[src/rtl/argmax_sequencer_if.sv]
// Score stream in, winning-class result out, plus frame control for argmax_sequencer.
interface argmax_sequencer_if #(
  parameter int unsigned BIT = 16
);
  logic           start;
  logic           in_valid;
  logic [BIT-1:0] in_data;
  logic           in_ready;
  logic           out_valid;
  logic           out_ready;
  logic [3:0]     class_idx;
  logic [BIT-1:0] max_val;
  logic           sat_flag;
  logic           busy;

  modport master (
    output start, in_valid, in_data, out_ready,
    input  in_ready, out_valid, class_idx, max_val, sat_flag, busy
  );

  modport slave (
    input  start, in_valid, in_data, out_ready,
    output in_ready, out_valid, class_idx, max_val, sat_flag, busy
  );
endinterface

[src/rtl/argmax_sequencer.sv]
// Streaming argmax over N sign-magnitude scores per frame using one comparator;
// the winner is held for the consumer until acknowledged.
module argmax_sequencer #(
  parameter int unsigned BIT = 16,
  parameter int unsigned N   = 10
) (
  input  logic              clk,
  input  logic              rst_n,
  argmax_sequencer_if.slave bus
);

  typedef enum logic [1:0] {IDLE, COLLECT, HOLD} state_e;

  localparam logic [3:0]     LAST = 4'(N - 1);
  localparam logic [BIT-1:0] SAT  = {1'b1, {(BIT-1){1'b0}}};

  state_e         state_q, state_d;
  logic [3:0]     cnt_q, cnt_d;
  logic [3:0]     run_idx_q, run_idx_d;
  logic [BIT-1:0] run_val_q, run_val_d;
  logic [3:0]     class_idx_q, class_idx_d;
  logic [BIT-1:0] max_val_q, max_val_d;
  logic           sat_q, sat_d;
  logic           beats;
  logic [3:0]     win_idx;
  logic [BIT-1:0] win_val;

  // Strict "a ranks above b": SAT first, then positives by magnitude, then
  // negatives by smallest magnitude. Equal values never rank above each other.
  function automatic logic ranks_above(input logic [BIT-1:0] a, input logic [BIT-1:0] b);
    if (a == SAT)                 return (b != SAT);
    else if (b == SAT)            return 1'b0;
    else if (a[BIT-1] != b[BIT-1]) return b[BIT-1];
    else if (a[BIT-1])            return (a[BIT-2:0] < b[BIT-2:0]);
    else                          return (a[BIT-2:0] > b[BIT-2:0]);
  endfunction

  always_ff @(posedge clk or negedge rst_n) begin
    if (!rst_n) begin
      state_q     <= IDLE;
      cnt_q       <= '0;
      run_idx_q   <= '0;
      run_val_q   <= '0;
      class_idx_q <= '0;
      max_val_q   <= '0;
      sat_q       <= 1'b0;
    end else begin
      state_q     <= state_d;
      cnt_q       <= cnt_d;
      run_idx_q   <= run_idx_d;
      run_val_q   <= run_val_d;
      class_idx_q <= class_idx_d;
      max_val_q   <= max_val_d;
      sat_q       <= sat_d;
    end
  end

  always_comb begin
    beats   = (cnt_q == '0) || ranks_above(bus.in_data, run_val_q);
    win_idx = beats ? cnt_q : run_idx_q;
    win_val = beats ? bus.in_data : run_val_q;

    state_d     = state_q;
    cnt_d       = cnt_q;
    run_idx_d   = run_idx_q;
    run_val_d   = run_val_q;
    class_idx_d = class_idx_q;
    max_val_d   = max_val_q;
    sat_d       = sat_q;

    // start outranks any accept or result handshake in the same cycle
    if (bus.start) begin
      state_d   = COLLECT;
      cnt_d     = '0;
      run_idx_d = '0;
      run_val_d = '0;
    end else begin
      case (state_q)
        IDLE: ;
        COLLECT: begin
          if (bus.in_valid) begin
            run_idx_d = win_idx;
            run_val_d = win_val;
            cnt_d     = cnt_q + 4'd1;
            if (cnt_q == LAST) begin
              state_d     = HOLD;
              cnt_d       = '0;
              class_idx_d = win_idx;
              max_val_d   = win_val;
              sat_d       = (win_val == SAT);
            end
          end
        end
        HOLD: begin
          if (bus.out_ready) state_d = IDLE;
        end
        default: state_d = IDLE;
      endcase
    end
  end

  assign bus.in_ready  = (state_q == COLLECT);
  assign bus.busy      = (state_q == COLLECT);
  assign bus.out_valid = (state_q == HOLD);
  assign bus.class_idx = class_idx_q;
  assign bus.max_val   = max_val_q;
  assign bus.sat_flag  = sat_q;

endmodule

[src/flat_wrapper.sv]
// flat-port wrapper written by rule: the top's interface ports become plain ports
module argmax_sequencer_flat 
#(
  parameter int unsigned BIT = 16,
  parameter int unsigned N   = 10
)
  (clk, rst_n, bus_start, bus_in_valid, bus_in_data, bus_out_ready, bus_in_ready, bus_out_valid, bus_class_idx, bus_max_val, bus_sat_flag, bus_busy);
  argmax_sequencer_if #(.BIT(BIT)) bus_i ();
  input  logic clk;
  input  logic rst_n;
  input wire logic [$bits(bus_i.start)-1:0] bus_start;
  input wire logic [$bits(bus_i.in_valid)-1:0] bus_in_valid;
  input wire logic [$bits(bus_i.in_data)-1:0] bus_in_data;
  input wire logic [$bits(bus_i.out_ready)-1:0] bus_out_ready;
  output wire logic [$bits(bus_i.in_ready)-1:0] bus_in_ready;
  output wire logic [$bits(bus_i.out_valid)-1:0] bus_out_valid;
  output wire logic [$bits(bus_i.class_idx)-1:0] bus_class_idx;
  output wire logic [$bits(bus_i.max_val)-1:0] bus_max_val;
  output wire logic [$bits(bus_i.sat_flag)-1:0] bus_sat_flag;
  output wire logic [$bits(bus_i.busy)-1:0] bus_busy;
  assign bus_i.start = bus_start;
  assign bus_i.in_valid = bus_in_valid;
  assign bus_i.in_data = bus_in_data;
  assign bus_i.out_ready = bus_out_ready;
  assign bus_in_ready = bus_i.in_ready;
  assign bus_out_valid = bus_i.out_valid;
  assign bus_class_idx = bus_i.class_idx;
  assign bus_max_val = bus_i.max_val;
  assign bus_sat_flag = bus_i.sat_flag;
  assign bus_busy = bus_i.busy;
  argmax_sequencer #(.BIT(BIT), .N(N)) u_core (.clk(clk), .rst_n(rst_n), .bus(bus_i));
endmodule
[config.mk]
export PLATFORM = sky130hd
export DESIGN_NAME = argmax_sequencer_flat
export DESIGN_NICKNAME = d
export VERILOG_FILES = /design/src/rtl/argmax_sequencer_if.sv /design/src/rtl/argmax_sequencer.sv /design/src/flat_wrapper.sv
export SDC_FILE = /design/constraint.sdc
export NUM_CORES = 1
export LEC_CHECK = 0
export BUFFER_PORTS_ARGS = -buffer_cell sky130_fd_sc_hd__buf_2
export CORE_ASPECT_RATIO = 0.9
export CORE_UTILIZATION = 40
export DETAILED_ROUTE_END_ITERATION = 8
export SLEW_MARGIN = 15
export SYNTH_ARGS = -nofsm -noshare
export SYNTH_HDL_FRONTEND = slang
export SYNTH_SLANG_ARGS = --single-unit
export TNS_END_PERCENT = 10
[constraint.sdc]
create_clock -name clk -period 3 [get_ports clk]
set_input_delay 0.3 -clock clk [delete_from_list [all_inputs] [get_ports clk]]
set_output_delay 0.3 -clock clk [all_outputs]
set_load 0.01 [all_outputs]
# After elaboration in Yosys (flattened, before gate mapping)
# Cells that the tools add are included.
[classes]
n_reduce_logical = 8
n_lt_le_gt_ge = 2
bitwise = 1
n_mux = 21
eq_ne = 12
n_addsub = 1
[ops]
columns = ["op", "count"]
rows = [
  ["two-way mux 16 bit", 4],
  ["equality test 16 bit, second input constant", 3],
  ["two-way mux 4 bit", 8],
  ["inequality test 16 bit, second input constant", 1],
  ["greater-than comparator 15 bit", 1],
  ["< comparator 15 bit", 1],
  ["two-way mux 2 bit", 4],
  ["AND reduction 4 bit", 2],
  ["inequality test 3 bit, second input constant", 2],
  ["case mux 2 bit (3 select lines)", 1],
  ["adder 4 x 1 -> 4 bit, second input constant", 1],
  ["equality test 4 bit, second input constant", 1],
  ["logical NOT 4 bit", 1],
  ["two-way mux 1 bit", 4],
  ["nonzero test 2 bit", 2],
  ["inequality test 3 x 2 -> 1 bit, second input constant", 1],
  ["equality test 2 x 1 -> 1 bit, second input constant", 1],
  ["equality test 2 bit, second input constant", 1],
  ["logical NOT 2 bit", 1],
  ["inequality test 2 bit, second input constant", 1],
  ["AND reduction 2 bit", 1],
  ["logical OR 1 bit", 1],
  ["inequality test 1 bit", 1],
  ["NOT 1 bit", 1],
]
[totals]
reg_bits = 47
inputBits = 21
word_cells = 52
output_inout_bits = 24

# Depth between registers and ports, before layout
# Gate-level depths: netlist of run 1.
[depth]
depth_word = 10
ltp_mapped = 10

# Least setup slack after synthesis of run 1
# No wires, ideal clock.
[synth_timing]
path_kind = "reg2reg"
startpoint = "register u_core.run_val_q[13]"
endpoint = "register u_core.run_val_q[10]"
arrival_ns = 2.152
path_buffers = 1
setup_ns = 0.079
required_ns = 2.921
path_slack_ns = 0.769
path_stages_with_launch = 10
cell_sequence = "dfrtp_1 inv_1 ha_1 a21oi_1 a21boi_1 a2111o_1 o211ai_4 o21a_4 buf_6 mux2i_1"
[synth_between]
elab_chain_cells = 10
word_cells_on_any_way = 13
cone_classes = "2 x order compare; 2 x eq/ne; 8 x mux; 1 x reduce/logical"
[synth_lines]
columns = ["element", "line", "text"]
rows = [
  ["start: declaration", "argmax_sequencer.sv:20", "logic [BIT-1:0] run_val_q, run_val_d;"],
  ["start signal: assignment", "argmax_sequencer.sv:51", "run_val_q <= run_val_d;"],
  ["greater-than comparator 15 bit / < comparator 15 bit (equally long branches)", "argmax_sequencer.sv:35, argmax_sequencer.sv:34", ""],
  ["two-way mux 1 bit", "argmax_sequencer.sv:34", "else if (a[BIT-1]) return (a[BIT-2:0] < b[BIT-2:0]);"],
  ["two-way mux 1 bit", "argmax_sequencer.sv:33", "else if (a[BIT-1] != b[BIT-1]) return b[BIT-1];"],
  ["two-way mux 1 bit", "argmax_sequencer.sv:32", "else if (b == SAT) return 1'b0;"],
  ["two-way mux 1 bit *", "argmax_sequencer.sv:31", "if (a == SAT) return (b != SAT);"],
  ["logical OR 1 bit *", "argmax_sequencer.sv:59", "beats = (cnt_q == '0) || ranks_above(bus.in_data, run_val_q);"],
  ["two-way mux 16 bit *", "argmax_sequencer.sv:61", "win_val = beats ? bus.in_data : run_val_q;"],
  ["two-way mux 16 bit *", "argmax_sequencer.sv:81", "if (bus.in_valid) begin"],
  ["two-way mux 16 bit *", "argmax_sequencer.sv:78", "case (state_q)"],
  ["two-way mux 16 bit *", "argmax_sequencer.sv:72", "if (bus.start) begin"],
]
# Mark *: on every way between the ends. The rest lies on a longest branch, timed or not. The select of a mux whose other input is x is not followed.
# A chain may end at the register's enable or synchronous reset.

# Final worst setup path of run 1
[layout_timing]
startpoint = "register u_core.run_val_q[13]"
endpoint = "register u_core.max_val_q[7], in the netlist u_core.bus.max_val[7]"
[layout_between]
elab_chain_cells = 7
word_cells_on_any_way = 10
cone_classes = "2 x order compare; 2 x eq/ne; 5 x mux; 1 x reduce/logical"
[layout_lines]
columns = ["element", "line", "text"]
rows = [
  ["greater-than comparator 15 bit / < comparator 15 bit (equally long branches)", "argmax_sequencer.sv:35, argmax_sequencer.sv:34", ""],
  ["two-way mux 1 bit", "argmax_sequencer.sv:34", ""],
  ["two-way mux 1 bit", "argmax_sequencer.sv:33", ""],
  ["two-way mux 1 bit", "argmax_sequencer.sv:32", ""],
  ["two-way mux 1 bit *", "argmax_sequencer.sv:31", ""],
  ["logical OR 1 bit *", "argmax_sequencer.sv:59", ""],
  ["two-way mux 16 bit *", "argmax_sequencer.sv:61", ""],
  ["end signal: assignment", "argmax_sequencer.sv:53", "max_val_q <= max_val_d;"],
  ["end: declaration", "argmax_sequencer.sv:22", "logic [BIT-1:0] max_val_q, max_val_d;"],
]
# Mark *: on every way between the ends. The rest lies on a longest branch, timed or not.

==> run_results.csv, run 1 <==
group,metric,value,unit
critical_path,path_max_fanout,11,
clocking,htree_levels,2,
grt,antenna_found_initial,0,
route,dr.pass1.iters,4,
die,die_area,8250,sq um
synth,ys.flop_type,"dfrtp_1",
power,leakage,0.00156,uW
critical_path,worstPathArrival,2.81,ns
clocking,clk_pin_slew_worst_paths,0.09,ns
route,wl_per_cell,16.6,microns
synth,ys_types,53,
grt,grt_use_total,19.9,%
placement,port_buffers,44,
power,power,1350,uW
clocking,cts_resized,0,
die,die_w,95.6,microns
timing,rsz0062_at_grt,"false",
placement,pre_cts_ws,0.454,ns
grt,grt_pass1_wl,12.7,mm
grt,grt_max_degree,48,
cells_and_area,fillCellCount,765,
critical_path,slowest_delay,0.50,ns
timing,timing.fmax,0.386,GHz
clocking,post_cts_buffers,0,
critical_path,required,3.22,ns
clocking,root_buffer,"clkbuf_8",
route,drtIter0Drc,105,
critical_path,crit_slowest_cell,"and3_1",
critical_path,critical_path_class,"reg -> reg",
die,dieHeight,86.3,microns
flow_run,max_cap_violations,0,
die,ios,45,
timing,hold_viol,0,
die,row_count,30,
synth,syn-mean-instance-area,9.83,sq um
cells_and_area,mostFrequentLayoutCells,"47 x dfrtp_1, 44 x buf_2, 33 x nand2b_1",
cells_and_area,finalNetCount,399,
clocking,cts_max_path_buffers,2,
timing,fin_hold_ws,0.0784,ns
cells_and_area,drive_gt1_share,23.3,%
cells_and_area,mostFrequentLayoutCell,"dfrtp_1",
timing,finalCritPeriodShare,86.3,%
critical_path,cp-start-kind,"register",
synth,netlist_area,3160,sq um
cells_and_area,antenna_cells,0,
die,core-area,7580,sq um
worst_hold_path,hold_class,"in -> async",
timing,setup_violations,0,
status,run_status,"finished clean",
timing,setup_slack,0.410,ns
route,drt_wl_total,7.58,mm
clocking,cts_hold_buf,0,
timing,final.setup_skew,0.00392,ns
critical_path,r2r_slack,0.41,ns
synth,netlist_instances,321,
critical_path,cp_cell_sequence,"inv_1 > ha_1 > a21oi_1 > a21boi_1 > a211oi_2 > and3_1 > buf_4 > o31ai_2 > a31oi_1",
cells_and_area,final_cells,457,
grt,grt-ovfl-total,0,
route,via_count,2536,
synth,synth-seq-cells,47,
route,drcViolationCount,0,
synth,ys_async_sr_fraction,100,%
grt,grt_pass1_vias,2507,
synth,synth_edf_count,0,
synth,yosys_warnings,0,
placement,placed_cells,449,
clocking,cts_buffers,5,
die,initial_utilization,41.6,%
power,power.density,384,nW/um^2
timing,slew_violations,0,
power,max-vdd-ir-drop,192,uV
timing,slew_headroom,47.0,%
critical_path,r2r_start,"u_core.run_val_q[13]",
timing,period_minus_slack,2.59,ns
critical_path,cp-end-kind,"register",
placement,hpwl,5.49,mm
timing,setup_tns,0,ns
synth,synth_nets,360,
synth,yosysSeqAreaShare,37.3,%
critical_path,timing.rr.end,"u_core.bus.max_val[7]",
clocking,cts_sinks,47,
critical_path,rr_worst_depth,9,
cells_and_area,syn2layout_area_growth,11.3,%
critical_path,startpoint,"u_core.run_val_q[13]",
route,antenna_left,0,
clocking,cts_tree,"done",
route,via_per_inst,5.55,
timing,tightest_slew,0.795,ns
clocking,clock_latency,0.30,ns
placement,gp_congestion,0.783,
## synthesized netlist by cell type, types with 2 or more instances
cell	n	area, sq um
o31ai_1	9	67.6
mux2i_1	18	180
buf_4	2	15.0
clkbuf_1	11	41.3
dfrtp_1	47	1180
buf_6	4	45.0
nand4_1	4	25.0
nor2_1	29	109
o31ai_2	11	138
o21ai_0	4	20.0
nand4b_1	2	17.5
nand2_1	4	15.0
o211ai_1	19	143
nand2b_1	33	206
nor4_1	3	18.8
o32ai_1	2	17.5
inv_1	23	86.3
or2b_1	3	22.5
nor4_2	2	25.0
nor2b_1	2	12.5
a21o_1	2	15.0
ha_1	18	225
a21oi_1	10	50.1
and3_1	4	25.0
nand3_1	4	20.0
buf_2	3	15.0
a31oi_1	21	131
or3_1	2	12.5
## area by class of cell
type                            instances  area, sq um  area share, %
Multi-Input combinational cell        228         1750           49.8
Tap cell                               96          120           3.42
Inverter                               24         90.1           2.57
Timing Repair Buffer                   54          295           8.41
Clock inverter                          1         5.00          0.143
Clock buffer                            7         76.3           2.17
Sequential cell                        47         1180           33.5
## registers in the layout (all words and copies together), names as in the netlist
| signal | count |
|---|---|
| u_core.bus.max_val | 16 |
| u_core.run_val_q | 16 |
| u_core.bus.sat_flag | 1 |
| u_core.run_idx_q | 4 |
| u_core.state_q | 2 |
| u_core.bus.class_idx | 4 |
| u_core.cnt_q | 4 |
## worst max-delay path by stage
stage	cells after the start	to	slack (ns)
final	9	u_core.bus.max_val[7]	0.41
after global routing	9	u_core.bus.max_val[8]	0.26
after CTS	9	u_core.bus.max_val[7]	0.43
after detailed placement	9	u_core.bus.max_val[7]	0.45
after global placement	9	u_core.bus.class_idx[3]	0.53
after floorplan	9	u_core.run_val_q[10]	0.77
## report_power, final
| group | internal [uW] | switching (uW) | total [uW] |
|---|---|---|---|
| sequential | 653 | 28.2 | 681 |
| combinational | 114 | 177 | 291 |
| clock | 164 | 211 | 375 |
## stage by stage
stage	util [%]	area, sq um
after floorplan	-	3160
final	46.3	3510
after global placement	45.2	3430
after global routing	46.3	3510
after detailed placement	45.2	3430
after CTS	46.3	3510
## critical path: cells and delay by family (launching register included)
family / cells / cell delay [ns]
buffers and inverters: 2 / 0.36
adders and majority gates: 1 / 0.32
DFF: 1 / 0.43
and+or+nand+nor: 1 / 0.50
AOI/OAI and AO/OA: 5 / 0.91
## routing by layer
| layer | routed length, microns | vias up | track usage, % |
|---|---|---|---|
| met5 | 0 | - | 0 |
| met4 | 80 | 0 | 4.75 |
| met3 | 255 | 7 | 3.07 |
| met2 | 3520 | 41 | 31.8 |
| met1 | 3730 | 1235 | 28.4 |
| li1 | - | 1253 | - |
## cell families (layout without fill, tap and decap cells)
group / count (synthesis) / count (layout) / share of synthesized area (%)
multiplexers: 18 / 18 / 5.71
AO/OA/AOI/OAI: 91 / 91 / 23.1
buffers and inverters: 46 / 86 / 7.65
AND/OR/NAND/NOR: 101 / 101 / 19.2
adder cells (fa/ha/maj): 18 / 18 / 7.14
flip-flops: 47 / 47 / 37.3
Power figures use the tool's default switching activity.
==> run 2, diff against run 1 <==
--- a/config.mk
+++ b/config.mk
@@ -5,6 +5,7 @@
 export SDC_FILE = /design/constraint.sdc
 export NUM_CORES = 1
 export LEC_CHECK = 0
+export ABC_AREA = 1
 export BUFFER_PORTS_ARGS = -buffer_cell sky130_fd_sc_hd__buf_2
 export CORE_ASPECT_RATIO = 0.9
 export CORE_UTILIZATION = 40
==> run 2 against run 1 <==
Against the previous run:
- hold slack improved by 0.16 ns
- critical endpoint is now u_core.bus.sat_flag
- sequential power grew 8.2%
- global-route usage is 0.16 points higher
- largest power group unchanged
- highest routed layer unchanged
- design area is 11% lower
- first-iteration DRC count up 31%
- worst setup slack better by 0.034 ns
- total power up 39%
- maximum frequency increased by 1.3%
- combinational power is 150% higher
==> run_results.csv, run 2 <==
group,metric,value,unit
synth,synth.top_cells.by_area,"dfrtp_1 43%, nand2_1 12%, ha_1 8.3%, inv_1 7.7%, o21ai_0 6.3%",
die,core-area,6550,sq um
timing,finalCritPeriodShare,85.2,%
clocking,cts_buffers,5,
synth,synth_edf_count,0,
die,row_count,28,
synth,ys_types,24,
power,pwr-share-clk,22.0,%
clocking,clock_latency,0.29,ns
route,drtIter0Drc,138,
route,drcViolationCount,0,
critical_path,timing.rr.end,"u_core.bus.sat_flag",
cells_and_area,multi_input_area,1250,sq um
synth,yosysSeqAreaShare,43.4,%
placement,hpwl,4.79,mm
grt,grt_pass1_vias,2333,
power,sequentialPowerShare,39.3,%
power,pwr-share-comb,38.7,%
route,dr.pass1.iters,4,
critical_path,path_max_fanout,27,
timing,period_minus_slack,2.56,ns
synth,ys.flop_type,"dfrtp_1",
synth,netlist_area,2710,sq um
die,initial_utilization,41.4,%
critical_path,r2r_start,"u_core.run_val_q[6]",
placement,gp_congestion,0.814,
power,internal_power,1140,uW
grt,grt_max_degree,48,
synth,netlist_instances,348,
route,wl_per_cell,13.1,microns
clocking,htree_levels,2,
clocking,clk_pin_slew_worst_paths,0.08,ns
cells_and_area,seq_area,1180,sq um
worst_hold_path,min-delay-start,"bus_start",
status,run_status,"finished clean",
power,max-vdd-ir-drop,218,uV
die,dieHeight,80.1,microns
synth,yosysTopAreaCell,"dfrtp_1",
grt,grt-ovfl-total,0,
critical_path,worstPathArrival,2.78,ns
flow_run,max_cap_violations,0,
synth,syn-mean-instance-area,7.79,sq um
timing,slew_headroom,59.4,%
cells_and_area,fillCellCount,663,
critical_path,required,3.23,ns
power,leakage,0.00166,uW
cells_and_area,finalNetCount,431,
clocking,cts_sinks,47,
critical_path,rr_worst_depth,19,
die,ios,45,
die,die_area,7120,sq um
timing,hold_viol,0,
die,die_w,88.8,microns
route,via_per_inst,4.90,
synth,yosys_warnings,0,
cells_and_area,mostFrequentLayoutCell,"nand2_1",
grt,grt_use_total,20.1,%
cells_and_area,drive_gt1_share,18.6,%
route,antenna_left,0,
timing,slew_violations,0,
worst_hold_path,min_path_cells,2,
route,via_count,2366,
power,power,1870,uW
timing,setup_tns,0,ns
power,switching_share,39.0,%
critical_path,critical_path_class,"reg -> reg",
critical_path,cp-start-kind,"register",
power,power.density,599,nW/um^2
worst_hold_path,hold_class,"in -> reg",
clocking,cts_tree,"done",
power,p_sw,729,uW
clocking,cts_max_path_buffers,2,
timing,rsz0062_at_grt,"false",
cells_and_area,mostFrequentLayoutCells,"85 x nand2_1, 56 x inv_1, 47 x dfrtp_1",
cells_and_area,syn2layout_area_growth,15.2,%
cells_and_area,antenna_cells,0,
worst_hold_path,min_to,"u_core.state_q[1]",
critical_path,cp-end-kind,"register",
timing,tightest_slew,0.609,ns
synth,synth_nets,387,
grt,grt_pass1_wl,11.0,mm
synth,synth-seq-cells,47,
route,drt_wl_total,6.32,mm
synth,synth_commonest_cells,"85 x nand2_1, 56 x inv_1, 47 x dfrtp_1, 34 x o21ai_0, 20 x nand3_1",
timing,timing.fmax,0.391,GHz
synth,netlist.area_leader.share,43.4,%
synth,ys_async_sr_fraction,100,%
timing,setup_violations,0,
clocking,root_buffer,"clkbuf_8",
placement,port_buffers,44,
critical_path,r2r_slack,0.44,ns
grt,antenna_found_initial,0,
timing,final.setup_skew,0.00631,ns
synth,synth_most_common_cell,"nand2_1",
==> run 2: cell type report <==
type                            instances  share of cell area (%)
Multi-Input combinational cell        232                    40.0
Sequential cell                        47                    37.6
Timing Repair Buffer                   49                    8.73
Inverter                               57                    6.85
Tap cell                               90                    3.60
Clock buffer                            8                    3.20
==> run 2: cell families after synthesis <==
kind of cell,count (synthesis),synth area share (%)
simple gates,151,25.0
buf+inv,69,10.6
compound gates,62,12.5
flops,47,43.4
fa+ha+maj,18,8.30
xor+xnor,1,0.323
==> run 2: timing repair <==
item | CTS | global route
endpoints found under the setup margin | 0 | 1
gates resized for setup | 0 | 1
buffers inserted | 0 | 0
endpoints found under the hold margin | 0 | 12
hold buffers | 0 | 1
==> run 2: worst max-delay path by stage <==
| stage | cells after the start | slack, ns | startpoint | endpoint |
|---|---|---|---|---|
| floorplan | 19 | 0.86 | u_core.run_val_q[14] | u_core.bus.sat_flag |
| global placement | 18 | 0.40 | bus_in_data[6] | u_core.bus.sat_flag |
| detailed placement | 19 | 0.36 | u_core.run_val_q[6] | u_core.bus.sat_flag |
| CTS | 19 | 0.33 | u_core.run_val_q[6] | u_core.bus.sat_flag |
| global route | 19 | 0.09 | u_core.run_val_q[6] | u_core.bus.sat_flag |
| finish | 19 | 0.44 | u_core.run_val_q[6] | u_core.bus.sat_flag |
==> run 2: critical path, cell delays in order (launching register included) <==
cell,delay [ns]
dfrtp_1,0.36
inv_1,0.13
ha_1,0.26
nand2_1,0.08
inv_1,0.04
a21oi_1,0.15
nand2_1,0.09
nand2_1,0.06
nand2_1,0.06
nand2_1,0.06
nand2_1,0.04
nand2_1,0.06
nand2_2,0.06
nand2_4,0.14
nand2_4,0.21
o21ai_1,0.28
nand2_1,0.08
nor2_1,0.10
nand2_1,0.08
o21bai_2,0.13
==> run 2: power by group through the flow <==
stage	Combinational [uW]	Sequential [uW]	Clock, uW
after global placement	714	748	0
final	724	737	411
after global routing	846	744	450
after CTS	723	737	423
after floorplan	567	740	0
after detailed placement	721	749	0
==> run 2: layer usage <==
metal	track usage (%)	up-vias	part of all wire (%)
met5	0	-	0
met3	3.60	11	4.3
li1	-	1210	-
met4	5.81	0	1.5
met1	28.2	1084	50
met2	31.5	61	45
==> run 2: per-stage QoR <==
stage	instances	hold slack [ns]	worst slack [ns]	cell area (sq um)	util [%]
floorplan	348	0.00441	0.862	2710	-
global placement	473	0.462	0.404	3000	45.7
detailed placement	473	0.469	0.358	3000	45.7
CTS	481	0.216	0.328	3100	47.2
global route	483	0.240	0.0896	3130	47.7
finish	483	0.240	0.444	3130	47.7
